===== src/rtl/fp_mul_result_queue_if.sv =====
// Result-status encoding shared with the FP32 multiplier, and the valid/ready
// bundle that carries results into and out of the result queue.

package float_type;
    // Status word produced by the multiplier alongside each fp_result.
    typedef enum logic [2:0] {
        VALID             = 3'd0,
        OVERFLOW          = 3'd1,
        UNDERFLOW         = 3'd2,
        normalized        = 3'd3,
        denormalized      = 3'd4,
        positive_infinity = 3'd5,
        negative_infinity = 3'd6,
        NaN               = 3'd7
    } type_of_float;
endpackage

interface fp_mul_result_queue_if;
    import float_type::*;

    logic         in_valid;
    logic         in_ready;
    logic [31:0]  in_result;
    type_of_float in_status;
    logic         out_valid;
    logic         out_ready;
    logic [31:0]  out_result;
    type_of_float out_status;

    // Queue side: consumes the upstream stream, produces the downstream one.
    modport slave (
        input  in_valid, in_result, in_status, out_ready,
        output in_ready, out_valid, out_result, out_status
    );

    // Producer/consumer side facing the queue.
    modport master (
        output in_valid, in_result, in_status, out_ready,
        input  in_ready, out_valid, out_result, out_status
    );
endinterface


===== src/rtl/fp_mul_result_queue.sv =====
// Result queue behind the FP32 multiplier: replaces exception results with
// their IEEE-style encodings, buffers them in a first-word-fall-through FIFO,
// and keeps sticky exception flags plus a saturating result counter.

module fp_mul_result_queue
    import float_type::*;
#(
    parameter int DEPTH = 8,
    parameter int CNT_W = 16
) (
    input  logic                     clk,
    input  logic                     rst_n,
    fp_mul_result_queue_if.slave     bus,
    input  logic                     flags_clear,
    output logic [3:0]               sticky_flags,
    output logic [$clog2(DEPTH):0]   level,
    output logic [CNT_W-1:0]         result_cnt
);
    localparam int PTR_W = $clog2(DEPTH);
    localparam logic [PTR_W:0] FULL_LEVEL = (PTR_W + 1)'(DEPTH);

    // Flag bit positions: {invalid, overflow, underflow, infinity}
    localparam logic [3:0] EV_INVALID   = 4'b1000;
    localparam logic [3:0] EV_OVERFLOW  = 4'b0100;
    localparam logic [3:0] EV_UNDERFLOW = 4'b0010;
    localparam logic [3:0] EV_INFINITY  = 4'b0001;

    logic [PTR_W-1:0] wr_ptr_reg;
    logic [PTR_W-1:0] rd_ptr_reg;
    logic [PTR_W:0]   level_reg;
    logic [3:0]       sticky_reg;
    logic [3:0]       sticky_next;
    logic [3:0]       event_flags;
    logic [CNT_W-1:0] cnt_reg;
    logic [31:0]      subst_result;
    logic             not_full;
    logic             not_empty;
    logic             push;
    logic             pop;

    logic [31:0]      result_mem [DEPTH];
    type_of_float     status_mem [DEPTH];

    // Handshake status comes only from the registered level, so in_ready
    // never depends combinationally on out_ready.
    assign not_full  = (level_reg != FULL_LEVEL);
    assign not_empty = (level_reg != '0);
    assign push      = bus.in_valid && not_full;
    assign pop       = not_empty && bus.out_ready;

    assign bus.in_ready   = not_full;
    assign bus.out_valid  = not_empty;
    assign bus.out_result = result_mem[rd_ptr_reg];
    assign bus.out_status = status_mem[rd_ptr_reg];

    assign sticky_flags = sticky_reg;
    assign level        = level_reg;
    assign result_cnt   = cnt_reg;

    // Map the incoming status to its substituted encoding and flag events.
    always_comb begin
        subst_result = bus.in_result;
        event_flags  = 4'b0000;
        case (bus.in_status)
            OVERFLOW: begin
                subst_result = {bus.in_result[31], 8'hFF, 23'h0};
                event_flags  = EV_OVERFLOW | EV_INFINITY;
            end
            UNDERFLOW: begin
                subst_result = {bus.in_result[31], 31'h0};
                event_flags  = EV_UNDERFLOW;
            end
            positive_infinity: begin
                subst_result = 32'h7F80_0000;
                event_flags  = EV_INFINITY;
            end
            negative_infinity: begin
                subst_result = 32'hFF80_0000;
                event_flags  = EV_INFINITY;
            end
            NaN: begin
                subst_result = 32'h7FC0_0000;
                event_flags  = EV_INVALID;
            end
            default: begin
                subst_result = bus.in_result;
                event_flags  = 4'b0000;
            end
        endcase
    end

    // Clear first, then OR in whatever the current push reports.
    always_comb begin
        sticky_next = (flags_clear ? 4'b0000 : sticky_reg) | (push ? event_flags : 4'b0000);
    end

    // Storage has no reset; only entries between rd_ptr and wr_ptr are meaningful.
    always_ff @(posedge clk) begin
        if (push) begin
            result_mem[wr_ptr_reg] <= subst_result;
            status_mem[wr_ptr_reg] <= bus.in_status;
        end
    end

    // Pointers, occupancy, sticky flags and the saturating result counter.
    always_ff @(posedge clk or negedge rst_n) begin
        if (!rst_n) begin
            wr_ptr_reg <= '0;
            rd_ptr_reg <= '0;
            level_reg  <= '0;
            sticky_reg <= 4'b0000;
            cnt_reg    <= '0;
        end else begin
            if (push) begin
                wr_ptr_reg <= wr_ptr_reg + PTR_W'(1);
            end
            if (pop) begin
                rd_ptr_reg <= rd_ptr_reg + PTR_W'(1);
            end
            case ({push, pop})
                2'b10:   level_reg <= level_reg + (PTR_W + 1)'(1);
                2'b01:   level_reg <= level_reg - (PTR_W + 1)'(1);
                default: level_reg <= level_reg;
            endcase
            sticky_reg <= sticky_next;
            if (push && (cnt_reg != '1)) begin
                cnt_reg <= cnt_reg + CNT_W'(1);
            end
        end
    end
endmodule


===== src/flat_wrapper.sv =====
// flat-port wrapper written by rule: the top's interface ports become plain ports
module fp_mul_result_queue_flat import float_type::*;
#(
    parameter int DEPTH = 8,
    parameter int CNT_W = 16
)
  (clk, rst_n, flags_clear, sticky_flags, level, result_cnt, bus_in_valid, bus_in_result, bus_in_status, bus_out_ready, bus_in_ready, bus_out_valid, bus_out_result, bus_out_status);
  fp_mul_result_queue_if bus_i ();
  input  logic clk;
  input  logic rst_n;
  input  logic flags_clear;
  output logic [3:0] sticky_flags;
  output logic [$clog2(DEPTH):0] level;
  output logic [CNT_W-1:0] result_cnt;
  input wire logic [$bits(bus_i.in_valid)-1:0] bus_in_valid;
  input wire logic [$bits(bus_i.in_result)-1:0] bus_in_result;
  input wire logic [$bits(bus_i.in_status)-1:0] bus_in_status;
  input wire logic [$bits(bus_i.out_ready)-1:0] bus_out_ready;
  output wire logic [$bits(bus_i.in_ready)-1:0] bus_in_ready;
  output wire logic [$bits(bus_i.out_valid)-1:0] bus_out_valid;
  output wire logic [$bits(bus_i.out_result)-1:0] bus_out_result;
  output wire logic [$bits(bus_i.out_status)-1:0] bus_out_status;
  assign bus_i.in_valid = bus_in_valid;
  assign bus_i.in_result = bus_in_result;
  assign bus_i.in_status = bus_in_status;
  assign bus_i.out_ready = bus_out_ready;
  assign bus_in_ready = bus_i.in_ready;
  assign bus_out_valid = bus_i.out_valid;
  assign bus_out_result = bus_i.out_result;
  assign bus_out_status = bus_i.out_status;
  fp_mul_result_queue #(.DEPTH(DEPTH), .CNT_W(CNT_W)) u_core (.clk(clk), .rst_n(rst_n), .bus(bus_i), .flags_clear(flags_clear), .sticky_flags(sticky_flags), .level(level), .result_cnt(result_cnt));
endmodule

===== config.mk =====
export PLATFORM = sky130hd
export DESIGN_NAME = fp_mul_result_queue_flat
export DESIGN_NICKNAME = d
export VERILOG_FILES = /design/src/rtl/fp_mul_result_queue_if.sv /design/src/rtl/fp_mul_result_queue.sv /design/src/flat_wrapper.sv
export SDC_FILE = /design/constraint.sdc
export NUM_CORES = 1
export LEC_CHECK = 0
export CORE_MARGIN = 2
export CORE_UTILIZATION = 58
export DETAILED_ROUTE_END_ITERATION = 8
export PLACE_DENSITY = 0.8
export RECOVER_POWER = 25
export SLEW_MARGIN = 5
export SYNTH_ARGS = -nofsm -noshare
export SYNTH_HDL_FRONTEND = slang
export SYNTH_SLANG_ARGS = --single-unit

===== constraint.sdc =====
create_clock -name clk -period 6.31 [get_ports clk]
set_input_delay 0.631 -clock clk [delete_from_list [all_inputs] [get_ports clk]]
set_output_delay 0.631 -clock clk [all_outputs]
set_load 0.005 [all_outputs]

==> results of run 1 <==
synth_stat cells (2+ instances only):
master and count:
inv_1 4, a22o_1 3, nor3_1 11, nor4_1 6, xnor2_1 5, and2_1 22, nor2_1 12, clkbuf_1 19
buf_2 9, edfxtp_1 280, ha_1 5, a21oi_1 17, nand3_1 5, nand2b_1 2, xor2_1 17, nor3b_1 4
o211ai_1 2, nand4_1 5, dfrtp_1 30, nand2_1 14, mux2_2 38, nor4b_1 4, mux4_2 70, o21ai_0 3
buf_6 3
report_power, final:
| group | internal, W | total [W] | switching (W) |
|---|---|---|---|
| combinational | 0.00112 | 0.00185 | 0.000726 |
| sequential | 0.00259 | 0.00289 | 0.000300 |
| clock | 0.00122 | 0.00195 | 0.000730 |
cell families after synthesis:
group | after synthesis
mux | 109
simple gates | 97
xor+xnor | 22
fa+ha+maj | 5
buf+inv | 37
compound gates | 31
flops | 310
worst max-delay path by stage:
stage / end / slack, ns / start
2_1_floorplan: u_core.result_mem[2][0] / 0.96 / u_core.level[0]
6_report: u_core.result_mem[0][18] / 1.86 / u_core.level[0]
3_5_place_dp: bus_out_status[2] / 2.64 / u_core.rd_ptr_reg[0]
5_1_grt: u_core.result_mem[3][14] / 1.52 / u_core.level[1]
4_1_cts: bus_out_status[2] / 2.04 / u_core.rd_ptr_reg[0]
3_3_place_gp: bus_out_status[2] / 2.68 / u_core.rd_ptr_reg[0]
per-stage QoR:
step / worst slack (ns) / power (W) / instances
floorplan: 0.9582 / 0.003989 / 611
global placement: 2.676 / 0.004758 / 965
detailed placement: 2.636 / 0.004815 / 965
CTS: 2.044 / 0.006789 / 1021
global route: 1.521 / 0.006990 / 1021
finish: 1.865 / 0.006692 / 1021
layer usage:
layer	wire length (microns)	track usage, %	vias up
met5	0	0	-
met4	365	5.377	0
met3	1385	3.424	28
met2	12450	37.24	237
met1	10010	31.26	3223
li1	-	-	2714
worst register-to-register path: stages (launching register included):
cell and delay (ns):
dfrtp_1 0.54, or4b_1 0.21, and2_0 0.41, clkinvlp_2 0.55, nor4_1 0.36, clkbuf_1 1.91
area by class of cell:
class                   count  share of cell area, %
clock buffers              34                  5.330
clock inverters            22                  2.136
inverters                   5                 0.1356
multi-input cells         264                  20.75
flip-flops and latches    310                  62.08
well taps                 275                  2.331
repair buffers            111                  7.237
==> results.cfg, run 1 <==
[route]
via_per_inst = 6.074
vias = 6202
wl_per_cell_microns = 23.71
drt_first_pass_iters = 4
drt_iter0_drc = 500
ant_nets = 0
post-route-drc-count = 0
wl_mm = 24.21

[grt]
grt_usage_pct = 22.17
grt_max_degree = 73
overflow = 0
first_global_vias = 6488
grt_first_pass_wirelength_mm = 37.05
grt_antenna_before_repair = 0

[synthesis]
syn_nets = 656
syn_avg_cell_area_sq_um = 20.27
synthSimpleGateAreaFrac_pct = 4.697
synth.distinct_cells = 46
yosys.area.top_type = edfxtp_1
synth_fa_ha_area_share_pct = 0.5051
synth_compound_area_share_pct = 1.566
seq_area_frac_synth_pct = 73.94
synth_area_sq_um = 12390
synth_mux_area_share_pct = 16.30
synthCells = 611
ys_warn_count = 0
synth_top_area_share_pct = 67.88
synth_xor_xnor_area_share_pct = 1.556
synth_edf_count = 280
synth_flop_cell = edfxtp_1
ys_seq_elements = 310
async_reset_ff_share_pct = 9.677
yosys-top-cells-area = edfxtp_1 68%, mux4_2 13%, dfrtp_1 6.1%
synth_top_family_by_area = multiplexers

[pwr]
ir_worst_vdd_uv = 252.5
leakagePower_nw = 4.984
p_per_area_nw_per_um2 = 453.3

[status]
violations = capacitance limit, slew limit
outcome = finished, violations left

[clock_network]
clk_root_buffer_cell = clkbuf_16
holdBufCountCts = 0
path_clk_slew_ns = 0.06
post_cts_buffers = 0
cts.sinks = 310
clockBufferDepth = 3
h-tree-depth = 1
numCtsBuffers = 30
insertion_delay_ns = 0.54
ctsResizeCount = 0
tritoncts = built

[setup_path]
crit_required_ns = 6.41
start_kind = flip-flop
worst_ep_arrival_time_ns = 4.54
crit_family = buffers and inverters
reg2reg_slack_ns = 1.86
critPathBufInv = 2
slowest_delay_ns = 1.91
cp.depth = 5
crit_chain = or4b_1 -> and2_0 -> clkinvlp_2 -> nor4_1 -> clkbuf_1
end_kind = flip-flop
cp_max_fo = 35
rr_endpoint = u_core.result_mem[0][18]
path_class = flip-flop to flip-flop
crit_path_top_delay_cell = clkbuf_1
r2r_cells = 5
rr_startpoint = u_core.level[0]

[finish]
fillers = 1227
finalNetCount = 767
largest-register = u_core.result_mem
post-route-util_pct = 70.23
stdcell_area_sq_um = 14760
final_cell_mix = 280 x edfxtp_1, 75 x clkdlybuf4s50_1, 70 x mux4_2, 39 x mux2_2, 31 x clkbuf_16
final_common_cell = edfxtp_1
area_growth_pct = 19.19
num_antenna_cells = 0
multi_input_comb_area_sq_um = 3064
register_area_sq_um = 9165
drive_gt1_share_pct = 23.46
largest_reg_flops = 256

[sta]
period_minus_slack_ns = 4.445
drv_slew = 139
hold_slack_ns = 0.4983
worst_pin_slew_ns = 2.651
fmax_mhz = 225.0
finalCritPeriodShare_pct = 70.45
hold_violations = 0
clock_skew_ns = 0.007906
finalSetupTns_ns = 0
setup_violations = 0
relSlewSlack_pct = -76.73
rsz0062_at_grt = no

[placed_design]
portBuffers = 100
gp_congestion = 0.8093
hpwl_mm = 12.44
placedInstanceArea_sq_um = 13720

[worst_hold_path]
min-delay-start = u_core.result_cnt[15]
worstHoldEndpoint = u_core.result_cnt[15]
hp-class = flip-flop to flip-flop
hold_depth = 1

[floorplanning]
start_util_pct = 58.93
ios = 101
dieHeight_microns = 150.1
die_x_microns = 150.1
core_sq_um = 21020
dieArea_sq_um = 22540
row_count = 53

[run]
drv_cap = 4
(Power assumes the default switching activity.)
==> inputs of run 2 (changes only) <==
==> constraint.sdc (replaced) <==
create_clock -name clk -period 4.5 [get_ports clk]
set_input_delay 0.45 -clock clk [delete_from_list [all_inputs] [get_ports clk]]
set_output_delay 0.45 -clock clk [all_outputs]
set_load 0.005 [all_outputs]
==> results.cfg, run 2 (synthesis gave the netlist of run 1 again) <==
[status]
outcome = finished, violations left
violations = capacitance limit, slew limit

[clock_network]
post_cts_buffers = 0
ctsResizeCount = 0
insertion_delay_ns = 0.55
clockBufferDepth = 3
clk_root_buffer_cell = clkbuf_16
tritoncts = built
cts.sinks = 310
numCtsBuffers = 30
path_clk_slew_ns = 0.07
holdBufCountCts = 0
h-tree-depth = 1

[sta]
setup_violations = 0
finalCritPeriodShare_pct = 81.13
worst_pin_slew_ns = 1.709
period_minus_slack_ns = 3.651
finalSetupTns_ns = 0
hold_slack_ns = 0.4940
fmax_mhz = 273.9
rsz0062_at_grt = no
drv_slew = 31
hold_violations = 0
clock_skew_ns = 0.01247
relSlewSlack_pct = -13.96

[setup_path]
path_class = flip-flop to output port
cp_max_fo = 39
r2r_cells = 5
start_kind = flip-flop
rr_endpoint = u_core.result_mem[2][15]
end_kind = output port
rr_startpoint = u_core.level[0]
worst_ep_arrival_time_ns = 3.20
crit_path_start = u_core.rd_ptr_reg[0]
worstSetupEndpoint = bus_out_result[2]
reg2reg_slack_ns = 0.95
crit_required_ns = 4.05

[placed_design]
gp_congestion = 0.8069
portBuffers = 100
dp.cells = 973
hpwl_mm = 14.18

[finish]
largest_reg_flops = 256
finalNetCount = 775
area_growth_pct = 19.46
fillers = 1215
stdcell_count = 1028
largest-register = u_core.result_mem
num_antenna_cells = 0
final_cell_mix = 280 x edfxtp_1, 78 x clkdlybuf4s50_1, 70 x mux4_2, 39 x mux2_2, 31 x clkbuf_16
final_common_cell = edfxtp_1
drive_gt1_share_pct = 24.17

[grt]
overflow = 0
first_global_vias = 6840
grt_usage_pct = 23.68
grt_first_pass_wirelength_mm = 39.28
grt_antenna_before_repair = 0
grt_max_degree = 42

[floorplanning]
die_x_microns = 150.1
row_count = 53
dieHeight_microns = 150.1
start_util_pct = 58.93
ios = 101
dieArea_sq_um = 22540
core_sq_um = 21020

[route]
drt_first_pass_iters = 5
post-route-drc-count = 0
wl_mm = 25.97
wl_per_cell_microns = 25.26
vias = 6370
via_per_inst = 6.196
drt_iter0_drc = 563
ant_nets = 0

[pwr]
leakagePower_nw = 5.007
ir_worst_vdd_uv = 284.6
p_per_area_nw_per_um2 = 631.9

[worst_hold_path]
hp-class = flip-flop to flip-flop
min-delay-start = u_core.result_cnt[15]

[run]
drv_cap = 1
## run 2: changes by cell type in the layout (fill, tap and decap cells not counted), moves of 2 or more
| cell | change |
|---|---|
| buf_4 | +8 |
| clkdlybuf4s50_1 | +3 |
| dlygate4sd3_1 | -3 |
| bufinv_16 | -2 |
| clkinv_2 | +2 |
## run 2: metal layers
metal / track usage, % / vias to the layer above / routed length (microns)
met5: 0 / - / 0
met4: 6.745 / 0 / 422
met3: 3.727 / 35 / 1797
met2: 40.64 / 286 / 13470
met1: 31.99 / 3326 / 10280
li1: - / 2723 / -
## run 2: worst min path at each step
stage | slack [ns] | end | cells past startpoint
after floorplan | 0.15 | u_core.level[0] | 0
after global placement | 0.48 | u_core.result_cnt[15] | 1
after CTS | 0.31 | u_core.level[0] | 2
after detailed placement | 0.48 | u_core.result_cnt[15] | 1
after global routing | 0.52 | u_core.result_cnt[15] | 1
final | 0.49 | u_core.result_cnt[15] | 1
## run 2: report_power, final
group	internal (W)	switching, W
Combinational	0.00161	0.00101
Clock	0.00159	0.00103
Sequential	0.00362	0.000494
## run 2: per-stage QoR
stage	utilization, %	power, W	setup slack [ns]	area [sq um]
after floorplan	-	0.005594	0.3510	12400
after global placement	65.67	0.006720	1.403	13810
after detailed placement	65.67	0.006823	1.363	13810
after CTS	70.61	0.009472	0.7703	14840
after global routing	70.39	0.009746	0.6550	14800
final	70.39	0.009351	0.8493	14800
## run 2: critical path, stage by stage, from the launching register on
cell and delay (ns):
dfrtp_4 0.93, buf_4 0.40, mux4_2 0.57, mux2_2 0.28, clkdlybuf4s50_1 0.45
## run 2: cell type report
| cell class | count | area (sq um) | share of cell area [%] |
|---|---|---|---|
| multi-input combinational | 264 | 3085 | 20.85 |
| clock buffer | 34 | 787.0 | 5.318 |
| tap | 275 | 344.1 | 2.325 |
| clock inverter | 21 | 251.5 | 1.700 |
| sequential | 310 | 9165 | 61.93 |
| inverter | 5 | 20.02 | 0.1353 |
| timing repair buffer | 119 | 1145 | 7.737 |
==> inputs of run 3 (changes only) <==
--- a/config.mk
+++ b/config.mk
@@ -6,9 +6,9 @@
 export NUM_CORES = 1
 export LEC_CHECK = 0
 export CORE_MARGIN = 2
-export CORE_UTILIZATION = 58
+export CORE_UTILIZATION = 52
 export DETAILED_ROUTE_END_ITERATION = 8
-export PLACE_DENSITY = 0.8
+export PLACE_DENSITY = 0.75
 export RECOVER_POWER = 25
 export SLEW_MARGIN = 5
 export SYNTH_ARGS = -nofsm -noshare
==> constraint.sdc (replaced) <==
create_clock -name clk -period 2.95 [get_ports clk]
set_input_delay 0.295 -clock clk [delete_from_list [all_inputs] [get_ports clk]]
set_output_delay 0.295 -clock clk [all_outputs]
set_load 0.005 [all_outputs]
==> results.cfg, run 3 (synthesis gave the netlist of run 1 again) <==
[finish]
area_growth_pct = 21.46
largest_reg_flops = 256
drive_gt1_share_pct = 24.90
finalNetCount = 785
final_common_cell = edfxtp_1
largest-register = u_core.result_mem
register_area_sq_um = 9168
final_cell_mix = 280 x edfxtp_1, 71 x clkdlybuf4s50_1, 70 x mux4_2, 38 x mux2_2, 31 x clkbuf_16
num_antenna_cells = 0
multi_input_comb_area_sq_um = 3134
stdcell_area_sq_um = 15050
fillers = 1623

[clock_network]
clockBufferDepth = 3
tritoncts = built
holdBufCountCts = 0
path_clk_slew_ns = 0.06
cts.sinks = 310
insertion_delay_ns = 0.55
clk_root_buffer_cell = clkbuf_16
numCtsBuffers = 30
h-tree-depth = 1

[setup_path]
end_kind = output port
crit_path_top_delay_cell = mux4_2
worst_ep_arrival_time_ns = 2.56
start_kind = flip-flop
path_class = flip-flop to output port
cp_max_fo = 19
crit_required_ns = 2.65
slowest_delay_ns = 0.53
crit_chain = buf_12 -> mux4_2 -> mux2_2 -> clkdlybuf4s50_1

[grt]
grt_first_pass_wirelength_mm = 37.61
grt_antenna_before_repair = 0
first_global_vias = 6524
grt_usage_pct = 20.26
grt_max_degree = 36
overflow = 0

[route]
via_per_inst = 5.751
post-route-drc-count = 0
vias = 6223
wl_per_cell_microns = 22.67
drt_first_pass_iters = 5
drt_iter0_drc = 395
ant_nets = 0
wl_mm = 24.53

[pwr]
ir_worst_vdd_uv = 519.0
p_switching_w = 0.003861
cellInternalPower_w = 0.01034
p_per_area_nw_per_um2 = 944.0
pwr-share-seq_pct = 42.2
leakagePower_nw = 5.120
p_clk_share_pct = 25.8
switching_share_pct = 27.19
power_frac_comb_pct = 32.0
total_power_w = 0.01420

[floorplanning]
dieHeight_microns = 158.3
die_x_microns = 158.3
start_util_pct = 52.93
row_count = 56
dieArea_sq_um = 25070
core_sq_um = 23400
ios = 101

[sta]
period_minus_slack_ns = 2.857
fmax_mhz = 350.0
clock_skew_ns = 0.01198
hold_violations = 0
setup_violations = 0
rsz0062_at_grt = no
relSlewSlack_pct = -9.484
worst_pin_slew_ns = 1.642
finalCritPeriodShare_pct = 96.84
drv_slew = 31

[placed_design]
hpwl_mm = 13.95
placedInstanceArea_sq_um = 14080
portBuffers = 100
gp_congestion = 0.8292

[worst_hold_path]
hp-class = primary input to flip-flop

[run]
drv_cap = 1

[status]
violations = capacitance limit, slew limit
outcome = finished, violations left
## run 3: changes by cell type in the layout (fill, tap and decap cells not counted), sizes merged
cell | before | now
bufinv | 6 | 3
dlymetal6s2s | 0 | 4
buf | 16 | 24
clkdlybuf4s50 | 78 | 71
clkinvlp | 3 | 1
clkbuf | 37 | 41
clkinv | 13 | 16
dlygate4sd3 | 22 | 25
## run 3: metal layers
layer  up-vias  routed length [microns]  part of all wire [%]  GRT usage, %
met5         -                        0                     0             0
met1      3237                    10210                    42         27.54
met2       205                    12560                    51         35.34
li1       2750                        -                     -             -
met3        31                     1413                   5.8         3.076
met4         0                      343                   1.4         4.204
## run 3: what timing repair did
| action | 4_1_cts | 5_1_grt |
|---|---|---|
| buffers inserted | 4 | 0 |
| setup endpoints to repair | 34 | 4 |
| gates cloned | 0 | 0 |
| gates resized for setup | 0 | 4 |
## run 3: path summary, 6_finish.rpt
| check | startpoint | to | slack (ns) | cells after the start |
|---|---|---|---|---|
| worst max-delay path | u_core.rd_ptr_reg[0] | bus_out_result[31] | 0.09 | 4 |
| worst min-delay path | flags_clear | u_core.sticky_flags[3] | 0.44 | 3 |
| worst max register to register | u_core.level[1] | u_core.level[3] | 0.17 | 8 |
| worst min register to register | u_core.sticky_flags[3] | u_core.sticky_flags[3] | 0.49 | 1 |
| max in group asynchronous | rst_n | u_core.rd_ptr_reg[1] | 1.08 | 2 |
| min in group asynchronous | rst_n | u_core.sticky_flags[2] | 0.69 | 2 |
## run 3: per-stage QoR
step,setup slack [ns],cells,TNS (ns),utilization (%),hold slack [ns]
floorplan,-0.6400,611,-41.89,-,-0.0005911
global placement,0.3635,1023,0,60.15,0.4762
detailed placement,0.2313,1023,0,60.15,0.4734
CTS,0.02321,1082,0,64.40,0.1376
global route,0.004978,1082,0,64.29,0.4523
finish,0.09316,1082,0,64.29,0.4447
## run 3: layout make-up
cell class                 count  area share (%)
sequential                   310           60.93
multi-input combinational    264           20.83
timing repair buffer         129           9.123
clock buffer                  36           5.281
tap                          319           2.653
clock inverter                19           1.048
inverter                       5          0.1331
## run 3: power groups by stage
stage	clock, W	sequential (W)	combinational [W]
4_1_cts	0.00373	0.00601	0.00470
3_3_place_gp	0	0.00610	0.00442
2_1_floorplan	0	0.00580	0.00273
5_1_grt	0.00390	0.00606	0.00488
6_report	0.00366	0.00600	0.00454
3_5_place_dp	0	0.00618	0.00448
## run 3: critical path: cells and delay by family (launching register included)
kind,cells,cell delay [ns]
mux,2,0.83
buf+inv,2,0.67
flops,1,0.51
